$ cat config.mk
export PLATFORM = sky130hd
export DESIGN_NAME = bus_xfer_ctrl_flat
export DESIGN_NICKNAME = d
export VERILOG_FILES = /design/src/rtl/bus_xfer_ctrl_pkg.sv /design/src/rtl/bus_xfer_ctrl_if.sv /design/src/rtl/bus_xfer_ctrl_arb.sv /design/src/rtl/bus_xfer_ctrl.sv /design/src/flat_wrapper.sv
export SDC_FILE = /design/constraint.sdc
export NUM_CORES = 1
export LEC_CHECK = 0
export CORE_MARGIN = 1.5
export CORE_UTILIZATION = 45
export CTS_BUF_LIST = sky130_fd_sc_hd__clkbuf_8
export CTS_CLUSTER_DIAMETER = 30
export CTS_CLUSTER_SIZE = 8
export DETAILED_ROUTE_END_ITERATION = 10
export PLACE_DENSITY = 0.76
export SETUP_SLACK_MARGIN = 0.2
export SKIP_CTS_REPAIR_TIMING = 1
export SYNTH_ARGS = -nofsm -noshare
export SYNTH_HDL_FRONTEND = slang
export SYNTH_SLANG_ARGS = --single-unit
$ cat constraint.sdc
create_clock -name CLK -period 1.6 [get_ports CLK]
set_input_delay 0.48 -clock CLK [delete_from_list [all_inputs] [get_ports CLK]]
set_output_delay 0.48 -clock CLK [all_outputs]
set_load 0.1 [all_outputs]
$ cat src/rtl/bus_xfer_ctrl_pkg.sv
// Shared types, constants and the parity helper for the bus transfer controller.
package bus_xfer_pkg;

    localparam int BUS_W = 8;

    // Controller sequence: idle, address/data setup, driver enabled, bus release.
    typedef enum logic [1:0] {
        IDLE  = 2'd0,
        SETUP = 2'd1,
        DRIVE = 2'd2,
        TURN  = 2'd3
    } state_t;

    // Round-robin pointer: which requester wins a tie.
    typedef enum logic {
        PTR_A = 1'b0,
        PTR_B = 1'b1
    } rr_ptr_t;

    // Even parity lane: XOR of all data bits, so data+parity has an even count of ones.
    function automatic logic even_par(input logic [BUS_W-1:0] data);
        return ^data;
    endfunction

endpackage

$ cat src/rtl/bus_xfer_ctrl_if.sv
// Requester/driver-side signal bundle for bus_xfer_ctrl.
// master: the requester side (drives requests and data).
// slave:  the controller (drives grants, completions and driver strobes).
interface bus_xfer_ctrl_if;
    import bus_xfer_pkg::*;

    logic             REQ_A;
    logic [0:BUS_W-1] DIN_A;
    logic             REQ_B;
    logic [0:BUS_W-1] DIN_B;
    logic             GNT_A;
    logic             GNT_B;
    logic             DONE_A;
    logic             DONE_B;
    logic             READ;
    logic             WRITE;
    logic [0:BUS_W-1] DIN;
    logic             PIN;
    logic             BUSY;

    modport master (
        output REQ_A, DIN_A, REQ_B, DIN_B,
        input  GNT_A, GNT_B, DONE_A, DONE_B, READ, WRITE, DIN, PIN, BUSY
    );

    modport slave (
        input  REQ_A, DIN_A, REQ_B, DIN_B,
        output GNT_A, GNT_B, DONE_A, DONE_B, READ, WRITE, DIN, PIN, BUSY
    );

endinterface

$ cat src/rtl/bus_xfer_ctrl_arb.sv
// Two-requester round-robin arbiter. The grant is combinational from the
// requests and the pointer; the pointer moves to the loser only when the
// controller accepts the grant (advance_i), so a lone requester always wins
// and two persistent requesters alternate.
module rr_arb2
    import bus_xfer_pkg::*;
(
    input  logic clk,
    input  logic rst_n,
    input  logic req_a_i,
    input  logic req_b_i,
    input  logic advance_i,
    output logic gnt_a_o,
    output logic gnt_b_o
);

    rr_ptr_t ptr_q;
    rr_ptr_t ptr_d;
    logic    gnt_a_s;
    logic    gnt_b_s;

    // Grant selection: tie broken by the pointer, otherwise the lone requester.
    always_comb begin
        gnt_a_s = 1'b0;
        gnt_b_s = 1'b0;
        if (req_a_i && req_b_i) begin
            if (ptr_q == PTR_A) begin
                gnt_a_s = 1'b1;
            end else begin
                gnt_b_s = 1'b1;
            end
        end else if (req_a_i) begin
            gnt_a_s = 1'b1;
        end else if (req_b_i) begin
            gnt_b_s = 1'b1;
        end else begin
            gnt_a_s = 1'b0;
            gnt_b_s = 1'b0;
        end
    end

    // Pointer next state: after an accepted grant, favour the other requester.
    always_comb begin
        ptr_d = ptr_q;
        if (advance_i && gnt_a_s) begin
            ptr_d = PTR_B;
        end else if (advance_i && gnt_b_s) begin
            ptr_d = PTR_A;
        end else begin
            ptr_d = ptr_q;
        end
    end

    // Pointer register, favouring A out of reset.
    always_ff @(posedge clk or negedge rst_n) begin
        if (!rst_n) begin
            ptr_q <= PTR_A;
        end else begin
            ptr_q <= ptr_d;
        end
    end

    assign gnt_a_o = gnt_a_s;
    assign gnt_b_o = gnt_b_s;

endmodule

$ cat src/rtl/bus_xfer_ctrl.sv
// Strobe sequencer for the shared 8-bit tristate driver. Arbitrates two
// requesters, latches the winner's byte with its even parity, and walks
// SETUP -> DRIVE -> TURN so the driver (READ=0, WRITE=1) is only enabled on
// stable data and is followed by a bus-release gap. All outputs are registered.
module bus_xfer_ctrl
    import bus_xfer_pkg::*;
#(
    parameter int DRIVE_CYC = 2,
    parameter int TURN_CYC  = 1
) (
    input  logic            CLK,
    input  logic            RST_N,
    bus_xfer_ctrl_if.slave  bus
);

    localparam int MAX_CYC = (DRIVE_CYC > TURN_CYC) ? DRIVE_CYC : TURN_CYC;
    localparam int CNT_W   = $clog2(MAX_CYC + 1);

    localparam logic [CNT_W-1:0] DRIVE_LOAD = CNT_W'(DRIVE_CYC - 1);
    localparam logic [CNT_W-1:0] TURN_LOAD  = CNT_W'(TURN_CYC - 1);
    localparam logic [CNT_W-1:0] CNT_ZERO   = CNT_W'(0);
    localparam logic [CNT_W-1:0] CNT_ONE    = CNT_W'(1);

    if ((DRIVE_CYC < 1) || (TURN_CYC < 1)) begin : g_param_check
        $error("bus_xfer_ctrl: DRIVE_CYC and TURN_CYC must both be >= 1");
    end

    state_t           state_q;
    logic [CNT_W-1:0] cnt_q;
    logic [0:BUS_W-1] din_q;
    logic             pin_q;
    logic             gnt_a_q;
    logic             gnt_b_q;
    logic             done_a_q;
    logic             done_b_q;
    logic             read_q;
    logic             write_q;
    logic             busy_q;

    logic             arb_gnt_a_s;
    logic             arb_gnt_b_s;
    logic             advance_s;

    // A grant is taken only from IDLE; requests seen mid-transfer wait.
    assign advance_s = (state_q == IDLE) && (bus.REQ_A || bus.REQ_B);

    rr_arb2 u_arb (
        .clk       (CLK),
        .rst_n     (RST_N),
        .req_a_i   (bus.REQ_A),
        .req_b_i   (bus.REQ_B),
        .advance_i (advance_s),
        .gnt_a_o   (arb_gnt_a_s),
        .gnt_b_o   (arb_gnt_b_s)
    );

    // Transfer FSM: state, shared down-counter, data/parity latch and registered strobes.
    always_ff @(posedge CLK or negedge RST_N) begin
        if (!RST_N) begin
            state_q  <= IDLE;
            cnt_q    <= CNT_ZERO;
            din_q    <= '0;
            pin_q    <= 1'b0;
            gnt_a_q  <= 1'b0;
            gnt_b_q  <= 1'b0;
            done_a_q <= 1'b0;
            done_b_q <= 1'b0;
            read_q   <= 1'b1;
            write_q  <= 1'b0;
            busy_q   <= 1'b0;
        end else begin
            case (state_q)
                IDLE: begin
                    done_a_q <= 1'b0;
                    done_b_q <= 1'b0;
                    if (advance_s) begin
                        state_q <= SETUP;
                        gnt_a_q <= arb_gnt_a_s;
                        gnt_b_q <= arb_gnt_b_s;
                        read_q  <= 1'b0;
                        write_q <= 1'b0;
                        busy_q  <= 1'b1;
                        if (arb_gnt_a_s) begin
                            din_q <= bus.DIN_A;
                            pin_q <= even_par(bus.DIN_A);
                        end else begin
                            din_q <= bus.DIN_B;
                            pin_q <= even_par(bus.DIN_B);
                        end
                    end else begin
                        read_q  <= 1'b1;
                        write_q <= 1'b0;
                        busy_q  <= 1'b0;
                    end
                end
                SETUP: begin
                    state_q <= DRIVE;
                    write_q <= 1'b1;
                    cnt_q   <= DRIVE_LOAD;
                end
                DRIVE: begin
                    if (cnt_q == CNT_ZERO) begin
                        state_q <= TURN;
                        write_q <= 1'b0;
                        read_q  <= 1'b1;
                        cnt_q   <= TURN_LOAD;
                        // With a single TURN cycle it is also the last one.
                        if (TURN_LOAD == CNT_ZERO) begin
                            done_a_q <= gnt_a_q;
                            done_b_q <= gnt_b_q;
                        end else begin
                            done_a_q <= 1'b0;
                            done_b_q <= 1'b0;
                        end
                    end else begin
                        cnt_q <= cnt_q - CNT_ONE;
                    end
                end
                TURN: begin
                    if (cnt_q == CNT_ZERO) begin
                        state_q  <= IDLE;
                        gnt_a_q  <= 1'b0;
                        gnt_b_q  <= 1'b0;
                        done_a_q <= 1'b0;
                        done_b_q <= 1'b0;
                        busy_q   <= 1'b0;
                    end else begin
                        cnt_q <= cnt_q - CNT_ONE;
                        if (cnt_q == CNT_ONE) begin
                            done_a_q <= gnt_a_q;
                            done_b_q <= gnt_b_q;
                        end else begin
                            done_a_q <= 1'b0;
                            done_b_q <= 1'b0;
                        end
                    end
                end
                default: begin
                    state_q  <= IDLE;
                    cnt_q    <= CNT_ZERO;
                    gnt_a_q  <= 1'b0;
                    gnt_b_q  <= 1'b0;
                    done_a_q <= 1'b0;
                    done_b_q <= 1'b0;
                    read_q   <= 1'b1;
                    write_q  <= 1'b0;
                    busy_q   <= 1'b0;
                end
            endcase
        end
    end

    assign bus.GNT_A  = gnt_a_q;
    assign bus.GNT_B  = gnt_b_q;
    assign bus.DONE_A = done_a_q;
    assign bus.DONE_B = done_b_q;
    assign bus.READ   = read_q;
    assign bus.WRITE  = write_q;
    assign bus.DIN    = din_q;
    assign bus.PIN    = pin_q;
    assign bus.BUSY   = busy_q;

endmodule

$ cat src/flat_wrapper.sv
// flat-port wrapper written by rule: the top's interface ports become plain ports
module bus_xfer_ctrl_flat import bus_xfer_pkg::*;
#(
    parameter int DRIVE_CYC = 2,
    parameter int TURN_CYC  = 1
)
  (CLK, RST_N, bus_REQ_A, bus_DIN_A, bus_REQ_B, bus_DIN_B, bus_GNT_A, bus_GNT_B, bus_DONE_A, bus_DONE_B, bus_READ, bus_WRITE, bus_DIN, bus_PIN, bus_BUSY);
  bus_xfer_ctrl_if bus_i ();
  input  logic CLK;
  input  logic RST_N;
  input wire logic [$bits(bus_i.REQ_A)-1:0] bus_REQ_A;
  input wire logic [$bits(bus_i.DIN_A)-1:0] bus_DIN_A;
  input wire logic [$bits(bus_i.REQ_B)-1:0] bus_REQ_B;
  input wire logic [$bits(bus_i.DIN_B)-1:0] bus_DIN_B;
  output wire logic [$bits(bus_i.GNT_A)-1:0] bus_GNT_A;
  output wire logic [$bits(bus_i.GNT_B)-1:0] bus_GNT_B;
  output wire logic [$bits(bus_i.DONE_A)-1:0] bus_DONE_A;
  output wire logic [$bits(bus_i.DONE_B)-1:0] bus_DONE_B;
  output wire logic [$bits(bus_i.READ)-1:0] bus_READ;
  output wire logic [$bits(bus_i.WRITE)-1:0] bus_WRITE;
  output wire logic [$bits(bus_i.DIN)-1:0] bus_DIN;
  output wire logic [$bits(bus_i.PIN)-1:0] bus_PIN;
  output wire logic [$bits(bus_i.BUSY)-1:0] bus_BUSY;
  assign bus_i.REQ_A = bus_REQ_A;
  assign bus_i.DIN_A = bus_DIN_A;
  assign bus_i.REQ_B = bus_REQ_B;
  assign bus_i.DIN_B = bus_DIN_B;
  assign bus_GNT_A = bus_i.GNT_A;
  assign bus_GNT_B = bus_i.GNT_B;
  assign bus_DONE_A = bus_i.DONE_A;
  assign bus_DONE_B = bus_i.DONE_B;
  assign bus_READ = bus_i.READ;
  assign bus_WRITE = bus_i.WRITE;
  assign bus_DIN = bus_i.DIN;
  assign bus_PIN = bus_i.PIN;
  assign bus_BUSY = bus_i.BUSY;
  bus_xfer_ctrl #(.DRIVE_CYC(DRIVE_CYC), .TURN_CYC(TURN_CYC)) u_core (.CLK(CLK), .RST_N(RST_N), .bus(bus_i));
endmodule
==> results of run 1 <==
[worst paths after layout]
check / cells past startpoint / from / slack, ps / endpoint
max: 1 / u_core.bus.READ / 90 / bus_READ
min: 2 / RST_N / 540 / u_core.cnt_q[1]
max reg2reg: 5 / u_core.cnt_q[0] / 100 / u_core.state_q[0]
min reg2reg: 2 / u_core.bus.DIN[3] / 550 / u_core.bus.DIN[3]
max in group asynchronous: 2 / RST_N / 780 / u_core.bus.READ
min in group CLK: 2 / u_core.bus.DIN[3] / 550 / u_core.bus.DIN[3]
[final cells by class]
cell class,count,area share
Clock buffer,3,0.0195
Clock inverter,1,0.00237
Inverter,5,0.0101
Multi-Input combinational cell,93,0.373
Sequential cell,21,0.250
Tap cell,30,0.0178
Timing Repair Buffer,52,0.327
[routing by layer]
layer,share of wire,wire length (um)
met5,0,0
met3,0.053,204
met4,0.041,160
met1,0.39,1510
met2,0.51,1990
[stage by stage]
step / instance area (sq um) / hold slack (ps) / utilization / std cells / TNS (ps)
after detailed placement: 1840 / 524 / 0.723 / 193 / -2750
after global placement: 1840 / 500 / 0.723 / 193 / -1990
after CTS: 1890 / 540 / 0.741 / 197 / 0
after floorplan: 1260 / 184 / - / 123 / 0
after global routing: 2110 / 571 / 0.830 / 205 / 0
final: 2110 / 541 / 0.830 / 205 / 0
[cells by family (layout without fill, tap and decap cells)]
kind of cell / after synthesis / in the layout / share of synthesized area
flops: 21 / 21 / 0.424
buf+inv: 9 / 61 / 0.0352
simple gates: 27 / 27 / 0.112
compound gates: 33 / 33 / 0.158
fa+ha+maj: 9 / 9 / 0.0906
mux: 10 / 10 / 0.0816
xor+xnor: 14 / 14 / 0.0987
[placed cells by master (no fill, tap or decap), types with 2 or more instances in the layout]
cell,n
a22o_1,2
o21ai_0,12
nand2b_1,2
dfrtp_2,2
nor2_2,2
buf_6,2
xnor2_1,8
mux2i_1,8
nand2_1,14
xnor2_2,4
ha_1,4
inv_2,3
ha_4,4
buf_12,16
o21ai_1,4
nor2_1,3
nand3b_1,2
o21ai_2,2
dlymetal6s2s_1,18
a21oi_1,6
dfrtp_1,18
buf_4,15
a21o_1,2
nor2b_4,2
clkbuf_8,3
==> flow_metrics.tcl, run 1 <==
set metrics [dict create \
    status "finished clean" \
    synth_edf_count 0 \
    fin_crit_ps 1510 \
    skew_ps 5.33 \
    num-fill-cells 132 \
    antenna_found_initial 0 \
    antenna_cells 0 \
    overflow 0 \
    worst_slack_ps 93.1 \
    multiInputGateArea_sq_um 788 \
    hold_path.class "in2async" \
    gp_congestion 0.727 \
    grtUsageTotal 0.206 \
    die_h_um 55.5 \
    met3_usage 0.0351 \
    cts_buffers 3 \
    critPathKind "reg2out" \
    grt_max_degree 22 \
    netlist_area_sq_mm 0.00124 \
    synth_most_common_cell "dfrtp_1" \
    clk_path_buf_depth 2 \
    top_usage_layer "met2" \
    hold_viol_final 0 \
    core_sq_mm 0.00254 \
    final-max-slew-violation-count 0 \
    max_stage_delay_ps 580 \
    crit_slowest_cell "dfstp_2" \
    grt_pass1_wl_um 5020 \
    use_met2 0.364 \
    drtIter0Drc 52 \
    area_delta_synth_final_pct 70.1 \
    seq_area_sq_um 529 \
    dr.pass1.iters 4 \
    cp-end-kind "output port" \
    synth.distinct_cells 30 \
    finalSetupViolations 0 \
    port_buffers 35 \
    critical_path_buf_inv_count 1 \
    dieArea_sq_mm 0.00309 \
    wl_per_cell_um 18.8 \
    cts.root.buffer_cell "clkbuf_8" \
    cts.clk_slew.worst_paths_ps 80 \
    grt_pass1_vias 1128 \
    layout-drive-gt1-share 0.360 \
    path_max_fanout 3 \
    synthCells 123 \
    wl_um 3860 \
    ys_seq_area_frac 0.424 \
    clkSinkCount 21 \
    grtUsageMet1 0.253 \
    synth_area_leaders "dfrtp_1, ha_1, xnor2_1, mux2i_1, o21ai_0" \
    required_ps 1120 \
    max-cap-violations 0 \
    cpLargestDelayFamily "flip-flops" \
    num_vias 1176 \
    viasPerCell 5.74 \
    ys_seq_elements 21 \
    syn-num-nets 152 \
    tritoncts "yes" \
    drcViolationCount 0 \
    cp_data_arrival_time_ps 1030 \
    hpwl_um 2340 \
    start_util 0.488 \
    crit_chain "buf_12" \
    rsz0062_at_grt "true" \
    dpl_worst_slack_ps -269 \
    maxSlewHeadroom 0.755 \
    rows 18 \
    yosysWarnings 0 \
    clkLatencyLatePin_ps 270 \
    worst_setup_path_start_kind "flip-flop" \
    synth_commonest_cells "dfrtp_1, nand2_1, o21ai_0" \
    avgSynthCellArea_sq_um 10.1 \
    die_width_um 55.5 \
    h-tree-depth 1 \
    post-route-period-util 0.942 \
    synthFlopType "dfrtp_1" \
    nNetsFinal 205 \
    worstMarginPinSlew_ps 367 \
    yosysTopAreaCell "dfrtp_1" \
    io_pins 36 \
    drtAntennaViolNets 0 \
    max_freq_mhz 664 \
    async_reset_ff_frac 1.00 \
    synth_top_area_share 0.403 \
    largest_reg_flops 8 \
]
Power of run 1 is left out: the tool's default activity adds up to more than one toggle a clock period on the data nets, which glitch-free logic cannot reach.
==> run 2, diff against run 1 <==
--- a/config.mk
+++ b/config.mk
@@ -5,10 +5,9 @@
 export SDC_FILE = /design/constraint.sdc
 export NUM_CORES = 1
 export LEC_CHECK = 0
-export CORE_MARGIN = 1.5
+export CORE_MARGIN = 2
 export CORE_UTILIZATION = 45
 export CTS_BUF_LIST = sky130_fd_sc_hd__clkbuf_8
-export CTS_CLUSTER_DIAMETER = 30
 export CTS_CLUSTER_SIZE = 8
 export DETAILED_ROUTE_END_ITERATION = 10
 export PLACE_DENSITY = 0.76
==> flow_metrics.tcl, run 2 (synthesized netlist as in run 1, its figures left out) <==
set metrics [dict create \
    wl_per_cell_um 16.7 \
    hold_viol_final 0 \
    post-route-period-util 0.937 \
    crit_chain "buf_12" \
    path_max_fanout 3 \
    cpLargestDelayFamily "flip-flops" \
    final_common_cell "dfrtp_1" \
    layout_common_cells "dfrtp_1, dlymetal6s2s_1, buf_12" \
    overflow 0 \
    skew_ps 0.825 \
    hpwl_um 2150 \
    dr.pass1.iters 4 \
    antenna_found_initial 0 \
    clkSinkCount 21 \
    max_stage_delay_ps 580 \
    max_freq_mhz 667 \
    cts.root.buffer_cell "clkbuf_8" \
    port_buffers 35 \
    h-tree-depth 1 \
    io_pins 36 \
    max-cap-violations 0 \
    critical_path_buf_inv_count 1 \
    die_h_um 56.5 \
    dpl_worst_slack_ps -223 \
    cp_data_arrival_time_ps 1020 \
    r2r_start "u_core.cnt_q[0]" \
    worstMarginPinSlew_ps 264 \
    core_sq_mm 0.00269 \
    antenna_cells 0 \
    worst_setup_path_start_kind "flip-flop" \
    critPathKind "reg2out" \
    crit_slowest_cell "dfstp_2" \
    drtIter0Drc 35 \
    grt_pass1_vias 1058 \
    viasPerCell 5.40 \
    grt_max_degree 22 \
    r2r_slack_ps 180 \
    nNetsFinal 207 \
    rows 19 \
    clkLatencyLatePin_ps 260 \
    finalSetupViolations 0 \
    start_util 0.463 \
    area_delta_synth_final_pct 72.8 \
    grtUsageTotal 0.188 \
    maxSlewHeadroom 0.824 \
    die_width_um 56.5 \
    final-max-slew-violation-count 0 \
    cts.clk_slew.worst_paths_ps 80 \
    tritoncts "yes" \
    cp-end-kind "output port" \
    dieArea_sq_mm 0.00320 \
    critPathLaunch "u_core.bus.READ" \
    drcViolationCount 0 \
    hold_path.class "in2async" \
    tns_ps 0 \
    fin_crit_ps 1500 \
    required_ps 1120 \
    num-fill-cells 140 \
    layout-drive-gt1-share 0.350 \
    wl_um 3460 \
    clk_path_buf_depth 2 \
    gp_congestion 0.746 \
    largest_reg_flops 8 \
    rsz0062_at_grt "true" \
    drtAntennaViolNets 0 \
    multiInputGateArea_sq_um 785 \
    status "finished clean" \
    seq_area_sq_um 528 \
    cts_buffers 3 \
    num_vias 1123 \
    grt_pass1_wl_um 4760 \
    worst_slack_ps 101 \
]
run 2: path summary, 6_finish.rpt:
check	endpoint	cells after the start
max	bus_READ	1
min	u_core.cnt_q[0]	2
max reg2reg	u_core.state_q[0]	5
min reg2reg	u_core.bus.DIN[6]	2
max in group asynchronous	u_core.bus.READ	2
min in group CLK	u_core.bus.DIN[6]	2
run 2: per-stage QoR:
| step | utilization | area [sq um] | hold WS, ps | std cells |
|---|---|---|---|---|
| after floorplan | - | 1260 | 184 | 123 |
| after global placement | 0.693 | 1860 | 500 | 195 |
| after detailed placement | 0.693 | 1860 | 517 | 195 |
| after CTS | 0.710 | 1910 | 529 | 199 |
| after global routing | 0.799 | 2150 | 573 | 208 |
| final | 0.799 | 2150 | 549 | 208 |
run 2: area by class of cell:
class / count / area share
Tap cell: 31 / 0.0181
Multi-Input combinational cell: 93 / 0.365
Clock inverter: 1 / 0.00175
Timing Repair Buffer: 54 / 0.341
Sequential cell: 21 / 0.246
Clock buffer: 3 / 0.0192
Inverter: 5 / 0.00874
run 2: per-layer routing:
metal  wire length [um]  vias up  track usage
met4                 31        0       0.0408
li1                   -      530            -
met5                  0        -            0
met1               1510      565        0.247
met3                108        4       0.0346
met2               1820       24        0.321
Power of run 2 is left out for the same reason.
==> run 3, diff against run 2 <==
--- a/config.mk
+++ b/config.mk
@@ -6,11 +6,12 @@
 export NUM_CORES = 1
 export LEC_CHECK = 0
 export CORE_MARGIN = 2
-export CORE_UTILIZATION = 45
+export CORE_UTILIZATION = 43
 export CTS_BUF_LIST = sky130_fd_sc_hd__clkbuf_8
 export CTS_CLUSTER_SIZE = 8
 export DETAILED_ROUTE_END_ITERATION = 10
-export PLACE_DENSITY = 0.76
+export MAX_ROUTING_LAYER = met4
+export PLACE_DENSITY = 0.74
 export SETUP_SLACK_MARGIN = 0.2
 export SKIP_CTS_REPAIR_TIMING = 1
 export SYNTH_ARGS = -nofsm -noshare
==> flow_metrics.tcl, run 3 (synthesized netlist as in run 1, its figures left out) <==
set metrics [dict create \
    status "finished clean" \
    overflow 0 \
    worstMarginPinSlew_ps 270 \
    viasPerCell 5.10 \
    maxSlewHeadroom 0.820 \
    cp_data_arrival_time_ps 1000 \
    crit_slowest_cell "dfstp_2" \
    io_pins 36 \
    finalSetupViolations 0 \
    clkSinkCount 21 \
    hp-start "u_core.bus.DIN[5]" \
    max_freq_mhz 675 \
    rows 19 \
    final-max-slew-violation-count 0 \
    tritoncts "yes" \
    rr_worst_depth 5 \
    final_common_cell "dfrtp_1" \
    cts_buffers 3 \
    instances_no_fill 206 \
    max-cap-violations 0 \
    die_width_um 57.8 \
    holdPathEnd "u_core.bus.DIN[5]" \
    start_util 0.451 \
    largest_reg_flops 8 \
    h-tree-depth 1 \
    cpLargestDelayFamily "flip-flops" \
    post-route-period-util 0.926 \
    gp_congestion 0.753 \
    grt_pass1_vias 1031 \
    hpwl_um 2190 \
    dr.pass1.iters 5 \
    path_max_fanout 3 \
    worst_setup_path_start_kind "flip-flop" \
    grtUsageTotal 0.195 \
    wl_per_cell_um 16.7 \
    r2r_slack_ps 140 \
    fin_crit_ps 1480 \
    multiInputGateArea_sq_um 761 \
    wl_um 3430 \
    cp-end-kind "output port" \
    clk_path_buf_depth 2 \
    cts.root.buffer_cell "clkbuf_8" \
    antenna_found_initial 0 \
    grt_pass1_wl_um 4830 \
    holdPathStages 2 \
    critical_path_buf_inv_count 1 \
    num_vias 1050 \
    layout-drive-gt1-share 0.326 \
    die_h_um 57.8 \
    critPathKind "reg2out" \
    dieArea_sq_mm 0.00334 \
    antenna_cells 0 \
    grt_max_degree 22 \
    skew_ps 1.51 \
    seq_area_sq_um 528 \
    nNetsFinal 205 \
    r2r_start "u_core.state_q[1]" \
    cts.clk_slew.worst_paths_ps 70 \
    max_stage_delay_ps 570 \
    drcViolationCount 0 \
    layout_common_cells "dfrtp_1, dlymetal6s2s_1, buf_12" \
    fin_hold_ws_ps 545 \
    place_inst 192 \
    drtIter0Drc 23 \
    drtAntennaViolNets 0 \
    crit_chain "buf_12" \
    hold_path.class "reg2reg" \
    tns_ps 0 \
    hold_viol_final 0 \
    num-fill-cells 185 \
    rr_endpoint "u_core.bus.DONE_A" \
    core_sq_mm 0.00276 \
    required_ps 1120 \
    rsz0062_at_grt "true" \
    area_delta_synth_final_pct 69.6 \
    clkLatencyLatePin_ps 260 \
    port_buffers 35 \
]
==> run 3: cell type report <==
class	count	share of cell area
clock buffer	3	0.0196
clock inverter	1	0.00178
inverter	5	0.00891
multi-input combinational	93	0.361
sequential	21	0.251
tap	31	0.0184
timing repair buffer	52	0.340
==> run 3: metrics by stage <==
stage          setup WS, ps  cell area (sq um)  utilization
5_1_grt                82.3               2110        0.764
4_1_cts                47.9               1880        0.683
6_report                119               2110        0.764
3_5_place_dp           -183               1840        0.667
2_1_floorplan           193               1260            -
3_3_place_gp           -150               1840        0.667
==> run 3: metal layers <==
| layer | global-route usage | part of all wire | vias to the layer above |
|---|---|---|---|
| li1 | - | - | 520 |
| met1 | 0.241 | 0.42 | 494 |
| met2 | 0.333 | 0.53 | 30 |
| met3 | 0.0424 | 0.040 | 6 |
| met4 | 0.0299 | 0.017 | 0 |
| met5 | - | 0 | - |
==> run 3: how the worst max path moves through the flow <==
stage | startpoint | to | slack (ps) | cells after the start
6_report | u_core.bus.READ | bus_READ | 120 | 1
5_1_grt | u_core.cnt_q[0] | u_core.bus.DONE_A | 80 | 6
4_1_cts | u_core.cnt_q[0] | u_core.bus.GNT_A | 50 | 6
3_5_place_dp | bus_REQ_B | u_core.bus.DIN[0] | -180 | 5
3_3_place_gp | bus_REQ_B | u_core.state_q[0] | -150 | 4
2_1_floorplan | u_core.state_q[0] | u_core.bus.DONE_A | 190 | 6
Power of run 3 is left out for the same reason.
